### config.mk
export PLATFORM = sky130hd
export DESIGN_NAME = bus_arbiter
export DESIGN_NICKNAME = d
export VERILOG_FILES = /design/src/rtl/bus_arbiter.sv
export SDC_FILE = /design/constraint.sdc
export NUM_CORES = 1
export LEC_CHECK = 0
export ABC_AREA = 1
export CORE_AREA = 2 2 161 163
export CTS_BUF_LIST = sky130_fd_sc_hd__clkbuf_8 sky130_fd_sc_hd__clkbuf_16
export DETAILED_ROUTE_END_ITERATION = 16
export DIE_AREA = 0 0 163 165
export MAX_ROUTING_LAYER = met4
export PLACE_DENSITY = 0.66
export SLEW_MARGIN = 15
export SYNTH_ARGS = -nofsm -noshare
export SYNTH_HDL_FRONTEND = slang
export SYNTH_SLANG_ARGS = --single-unit
### constraint.sdc
create_clock -name clock -period 2.1 [get_ports clock]
set_input_delay 0.42 -clock clock [delete_from_list [all_inputs] [get_ports clock]]
set_output_delay 0.42 -clock clock [all_outputs]
set_load 0.01 [all_outputs]
### src/rtl/bus_arbiter.sv
// Two-master round-robin bus arbiter and address decoder for the uncached slaves.
// One transaction is in flight at a time: IDLE grants, BUSY waits on the slave, RESP returns.
module bus_arbiter #(
    parameter logic [31:0] rom_base_addr   = 32'h0000_0000,
    parameter logic [31:0] rom_top_addr    = 32'h0000_0080,
    parameter logic [31:0] uart_base_addr  = 32'h0100_0000,
    parameter logic [31:0] uart_top_addr   = 32'h0100_0004,
    parameter logic [31:0] clint_base_addr = 32'h0200_0000,
    parameter logic [31:0] clint_top_addr  = 32'h0200_C000,
    parameter logic [31:0] axi_base_addr   = 32'h8000_0000,
    parameter logic [31:0] axi_top_addr    = 32'h9000_0000,
    parameter int unsigned timeout_cycles  = 1023
) (
    input  logic          clock,
    input  logic          reset,
    input  logic [1:0]    req_valid,
    input  logic [1:0]    req_instr,
    input  logic [63:0]   req_addr,
    input  logic [63:0]   req_wdata,
    input  logic [7:0]    req_wstrb,
    output logic [1:0]    rsp_ready,
    output logic [63:0]   rsp_rdata,
    output logic [1:0]    rsp_error,
    output logic [3:0]    slv_valid,
    output logic          slv_instr,
    output logic [31:0]   slv_addr,
    output logic [31:0]   slv_wdata,
    output logic [3:0]    slv_wstrb,
    input  logic [3:0]    slv_ready,
    input  logic [127:0]  slv_rdata
);

    localparam int cnt_w = $clog2(timeout_cycles + 1);
    localparam logic [cnt_w-1:0] cnt_last = cnt_w'(timeout_cycles - 1);

    typedef enum logic [1:0] {
        IDLE,
        BUSY,
        RESP
    } state_t;

    state_t           state;
    logic             last_grant;
    logic             gnt_q;
    logic [cnt_w-1:0] cnt;

    logic             gnt;
    logic [31:0]      grant_addr;
    logic [3:0]       hit_oh;
    logic [31:0]      sel_rdata;
    logic             slave_ack;

    // Unsigned window test written as an offset compare so a zero base needs no special case.
    function automatic logic in_window(input logic [31:0] addr,
                                       input logic [31:0] base,
                                       input logic [31:0] top);
        return (addr - base) < (top - base);
    endfunction

    function automatic logic [1:0] onehot2(input logic m);
        return m ? 2'b10 : 2'b01;
    endfunction

    function automatic logic [63:0] place(input logic m, input logic [31:0] d);
        return m ? {d, 32'h0} : {32'h0, d};
    endfunction

    // NOTE: every variable assigned in always_comb gets a default first, so no latch is inferred.
    always_comb begin
        gnt        = (req_valid == 2'b11) ? ~last_grant : req_valid[1];
        grant_addr = gnt ? req_addr[63:32] : req_addr[31:0];
        hit_oh     = 4'b0000;
        if (in_window(grant_addr, rom_base_addr, rom_top_addr))
            hit_oh = 4'b0001;
        else if (in_window(grant_addr, uart_base_addr, uart_top_addr))
            hit_oh = 4'b0010;
        else if (in_window(grant_addr, clint_base_addr, clint_top_addr))
            hit_oh = 4'b0100;
        else if (in_window(grant_addr, axi_base_addr, axi_top_addr))
            hit_oh = 4'b1000;
    end

    // slv_valid is only non-zero in BUSY, so it also masks stray ready from other slaves.
    always_comb begin
        sel_rdata = '0;
        for (int s = 0; s < 4; s++)
            if (slv_valid[s])
                sel_rdata = sel_rdata | slv_rdata[32*s +: 32];
    end

    assign slave_ack = |(slv_ready & slv_valid);

    // NOTE: sequential state uses non-blocking assignments only; the async reset clears
    // every register so a mid-transaction reset drops slv_valid without waiting for a clock.
    always_ff @(posedge clock or negedge reset) begin
        if (!reset) begin
            state      <= IDLE;
            last_grant <= 1'b0;
            gnt_q      <= 1'b0;
            cnt        <= '0;
            rsp_ready  <= '0;
            rsp_rdata  <= '0;
            rsp_error  <= '0;
            slv_valid  <= '0;
            slv_instr  <= 1'b0;
            slv_addr   <= '0;
            slv_wdata  <= '0;
            slv_wstrb  <= '0;
        end else begin
            rsp_ready <= '0;
            rsp_error <= '0;
            rsp_rdata <= '0;
            unique case (state)
                IDLE: begin
                    if (|req_valid) begin
                        gnt_q     <= gnt;
                        slv_instr <= req_instr[gnt];
                        slv_addr  <= grant_addr;
                        slv_wdata <= gnt ? req_wdata[63:32] : req_wdata[31:0];
                        slv_wstrb <= gnt ? req_wstrb[7:4] : req_wstrb[3:0];
                        if (hit_oh != 4'b0000) begin
                            slv_valid <= hit_oh;
                            cnt       <= '0;
                            state     <= BUSY;
                        end else begin
                            rsp_ready <= onehot2(gnt);
                            rsp_error <= onehot2(gnt);
                            state     <= RESP;
                        end
                    end
                end
                BUSY: begin
                    if (slave_ack) begin
                        slv_valid <= '0;
                        rsp_ready <= onehot2(gnt_q);
                        rsp_rdata <= place(gnt_q, sel_rdata);
                        state     <= RESP;
                    end else if (cnt == cnt_last) begin
                        slv_valid <= '0;
                        rsp_ready <= onehot2(gnt_q);
                        rsp_error <= onehot2(gnt_q);
                        state     <= RESP;
                    end else begin
                        cnt <= cnt + 1'b1;
                    end
                end
                RESP: begin
                    last_grant <= gnt_q;
                    state      <= IDLE;
                end
                default: state <= IDLE;
            endcase
        end
    end

endmodule

==> results by group <==
Timing
  – Worst-Margin Slew: 479.7 ps
  – Max Clock Skew: 8.428 ps
  – Fmax achieved: 0.4486 GHz
  – Final setup viols: 15
  – Final period util: 106.1%
  – Worst rel slew slack: 68.02%
  – Max-slew violation count: 0
  – Setup WS post-layout: -129.0 ps
  – Final-report hold violation count: 0
  – Setup_tns: -1236 ps
  – Tmin final: 2229 ps
  – RSZ-0062 raised after global routing: yes

Synth
  – Main combinational cell family by area after synthesis: simple AND/OR/NAND/NOR gates
  – Synth Area in Compound Gates: 11.14%
  – Post-synthesis adder-cell area fraction: 0.5133%
  – Top cell type's share of synthesized area: 53.05%
  – Multiplexer area fraction after synthesis: 0%
  – Ys flop type: dfrtp_1
  – Syn Nets: 1137
  – Leading area contributor after synthesis: dfrtp_1
  – Yosys reg bits: 155
  – Main area contributors after synthesis: dfrtp_1, nand3_1, nand2_1
  – XOR/XNOR Fraction of Synth Area: 0.9582%
  – Post-synthesis cell type count: 29
  – Synthesized cell area: 7312 um^2
  – Simple-gate share of the synthesized area: 28.83%
  – Async S/R FF share, synth: 100.0%
  – Sequential area share after synthesis: 53.05%
  – Number of synthesized flops with an enable pin: 0
  – Mapped Avg Cell Area: 8.502 um^2
  – Syn Inst Count: 860
  – Ys Warns: 0

Floorplanning
  – Die Y: 165 um
  – Site row count: 58
  – Die width: 163 um
  – CORE AREA: 25040 um^2
  – Initial core utilization: 29.21%
  – Die Area: 26900 um^2
  – I/O pin count: 415

Critical path
  – R2r endpoint: cnt[7]
  – Worst EP required: 2400 ps
  – CP startpoint: last_grant
  – Crit-path max FO: 7
  – CP Capture Point: cnt[7]
  – Worst R2R Path Depth: 17
  – Worst Setup End Kind: flip-flop
  – Setup crit start kind: flip-flop
  – CP Class: reg2reg
  – Worst r2r src: last_grant
  – CP Data Arrival Time: 2530 ps
  – FF-to-FF setup slack: -130 ps

Run status
  – Failing checks: negative setup slack
  – Status: complete, but fails checks

Clock network
  – Root Driver: clkbuf_16
  – CTS Buffer Depth: 2
  – Clk_lat worst skew: 420 ps
  – H-tree levels: 4
  – Clock slew at reported path FFs: 60 ps
  – CTS Buf Count: 17
  – Clock Sinks: 155
  – TritonCTS clock tree: yes

Global route
  – First-pass GRT wire length: 43.68 mm
  – Largest net degree at the start of global routing: 55
  – Tot GR Track Use: 21.87%
  – Number of global-route vias before repair: 7938
  – Total gr overflow: 0
  – Antenna violations before repair: 0

Power and ir drop
  – Seq pwr share: 32.9%
  – Clock group share of total power: 24.0%
  – PD cells: 965.6 nW/um^2
  – Max VDD drop: 0.5358 mV
  – Total power: 12.80 mW
  – P_leak: 5.777 nW
  – Pint: 8.231 mW
  – Sw frac: 35.68%
  – P_sw: 4.565 mW
  – Comb pwr share: 43.1%

Finish
  – # fillers: 2315
  – Final Util: 52.93%
  – Most common cell after layout, fill and taps aside: clkdlybuf4s50_1
  – Most frequent cells in the layout: clkdlybuf4s50_1, nand2_1, dfrtp_1
  – Area growth syn-to-layout: 81.23%
  – Antenna diodes: 0
  – Fin nets: 1595
  – Final Cell Area: 13250 um^2
  – Layout cells sized above 1: 12.85%

Place
  – GPL Wtd Cong: 0.9199
  – Place WS: -748.1 ps
  – Placed Area: 12360 um^2
  – IO Port Bufs: 414
  – Dpl hpwl: 22.64 mm

Route
  – Initial DRC count: 447
  – Drt pass-1 iters: 5
  – Via count: 8062
  – Routed Antenna Nets: 0
  – WL final: 29.77 mm
  – Remaining DRCs: 0
  – Drt wl/cell: 17.92 um
  – DR vias/cell: 4.854

Worst hold path
  – Hold Crit Class: reg2reg

Flow run
  – # Max-Cap Violations: 0
[sequential cells by signal (all words and copies together) (netlist names), 2 cells and up]
register and count:
cnt 10, rsp_error 2, rsp_rdata 64, rsp_ready 2, slv_addr 32, slv_valid 4
slv_wdata 32, slv_wstrb 4, state 2
[power groups by stage]
stage	combinational, mW	clock, mW	sequential, mW
2_1_floorplan	1.87	0	4.51
3_3_place_gp	5.34	0	4.23
3_5_place_dp	5.37	0	4.24
4_1_cts	5.47	3.16	4.21
5_1_grt	5.96	3.29	4.30
6_report	5.51	3.08	4.21
[how the worst min path moves through the flow]
| stage | from | endpoint | slack, ps | cells past startpoint |
|---|---|---|---|---|
| after floorplan | reset | cnt[0] | 120 | 0 |
| final | slv_addr[3] | slv_addr[3] | 480 | 2 |
| after detailed placement | reset | slv_wdata[18] | 400 | 1 |
| after CTS | slv_addr[3] | slv_addr[3] | 490 | 2 |
| after global routing | slv_addr[5] | slv_addr[5] | 510 | 2 |
| after global placement | reset | slv_wdata[28] | 410 | 1 |
[synthesized netlist by cell type (3+ instances only)]
cell and number:
o21ai_0 22, buf_4 4, dfrtp_1 155, a21oi_1 3, nand4_1 5, inv_2 4
inv_1 37, o21ai_1 5, buf_1 8, nand3_1 148, a31oi_1 11, xor2_1 6
nand2_1 188, nand3b_1 15, ha_1 3, nor2_1 118, a22o_1 34, buf_2 4
a221oi_1 32, nand2_2 5, clkbuf_1 42
[timing repair]
| action | in CTS | in global routing |
|---|---|---|
| pin swaps | 11 | 26 |
| gates resized for setup | 26 | 34 |
| endpoints found under the setup margin | 20 | 21 |
| hold endpoints to repair | 45 | 0 |
| buffers inserted | 7 | 2 |
| hold buffers | 1 | 0 |
[cells by family (layout without fill, tap and decap cells)]
| kind of cell | count (synthesis) | count (layout) |
|---|---|---|
| simple gates | 485 | 485 |
| flops | 155 | 155 |
| compound gates | 109 | 109 |
| buf+inv | 100 | 571 |
| xor+xnor | 8 | 8 |
| fa+ha+maj | 3 | 3 |
[area by class of cell]
type	instances	area [um^2]	area share, %
well taps	330	412.9	3.116
repair buffers	498	4965	37.47
flip-flops and latches	155	3881	29.29
clock inverters	14	152.6	1.152
multi-input cells	605	3247	24.50
clock buffers	18	439.2	3.314
inverters	41	153.9	1.161
[per-stage QoR]
stage | hold WS [ps] | cells
after floorplan | 124.4 | 860
after global placement | 406.2 | 1619
after detailed placement | 404.3 | 1619
after CTS | 487.8 | 1659
after global routing | 507.8 | 1661
final | 480.5 | 1661
[critical path, cell delays in order, from the launching register on]
cell and delay [ps]:
dfrtp_2 440, nand2_4 120, nand2_8 90, nand2_2 90, nand2_2 70, ha_4 260
inv_2 30, nor2_2 70, nand3_1 70, nor2_1 120, nand2_1 100, nor2_4 150
nor2_4 60, nand2_2 70, nand2_4 100, buf_12 160, nand3_2 50, nand2_1 50
[per-layer routing]
layer | GRT usage, % | wire length, um
met2 | 38.06 | 15240
met3 | 3.893 | 1702
met1 | 25.71 | 12000
met5 | - | 0
met4 | 7.080 | 829
Note: power is estimated with default switching activity, not from simulation.
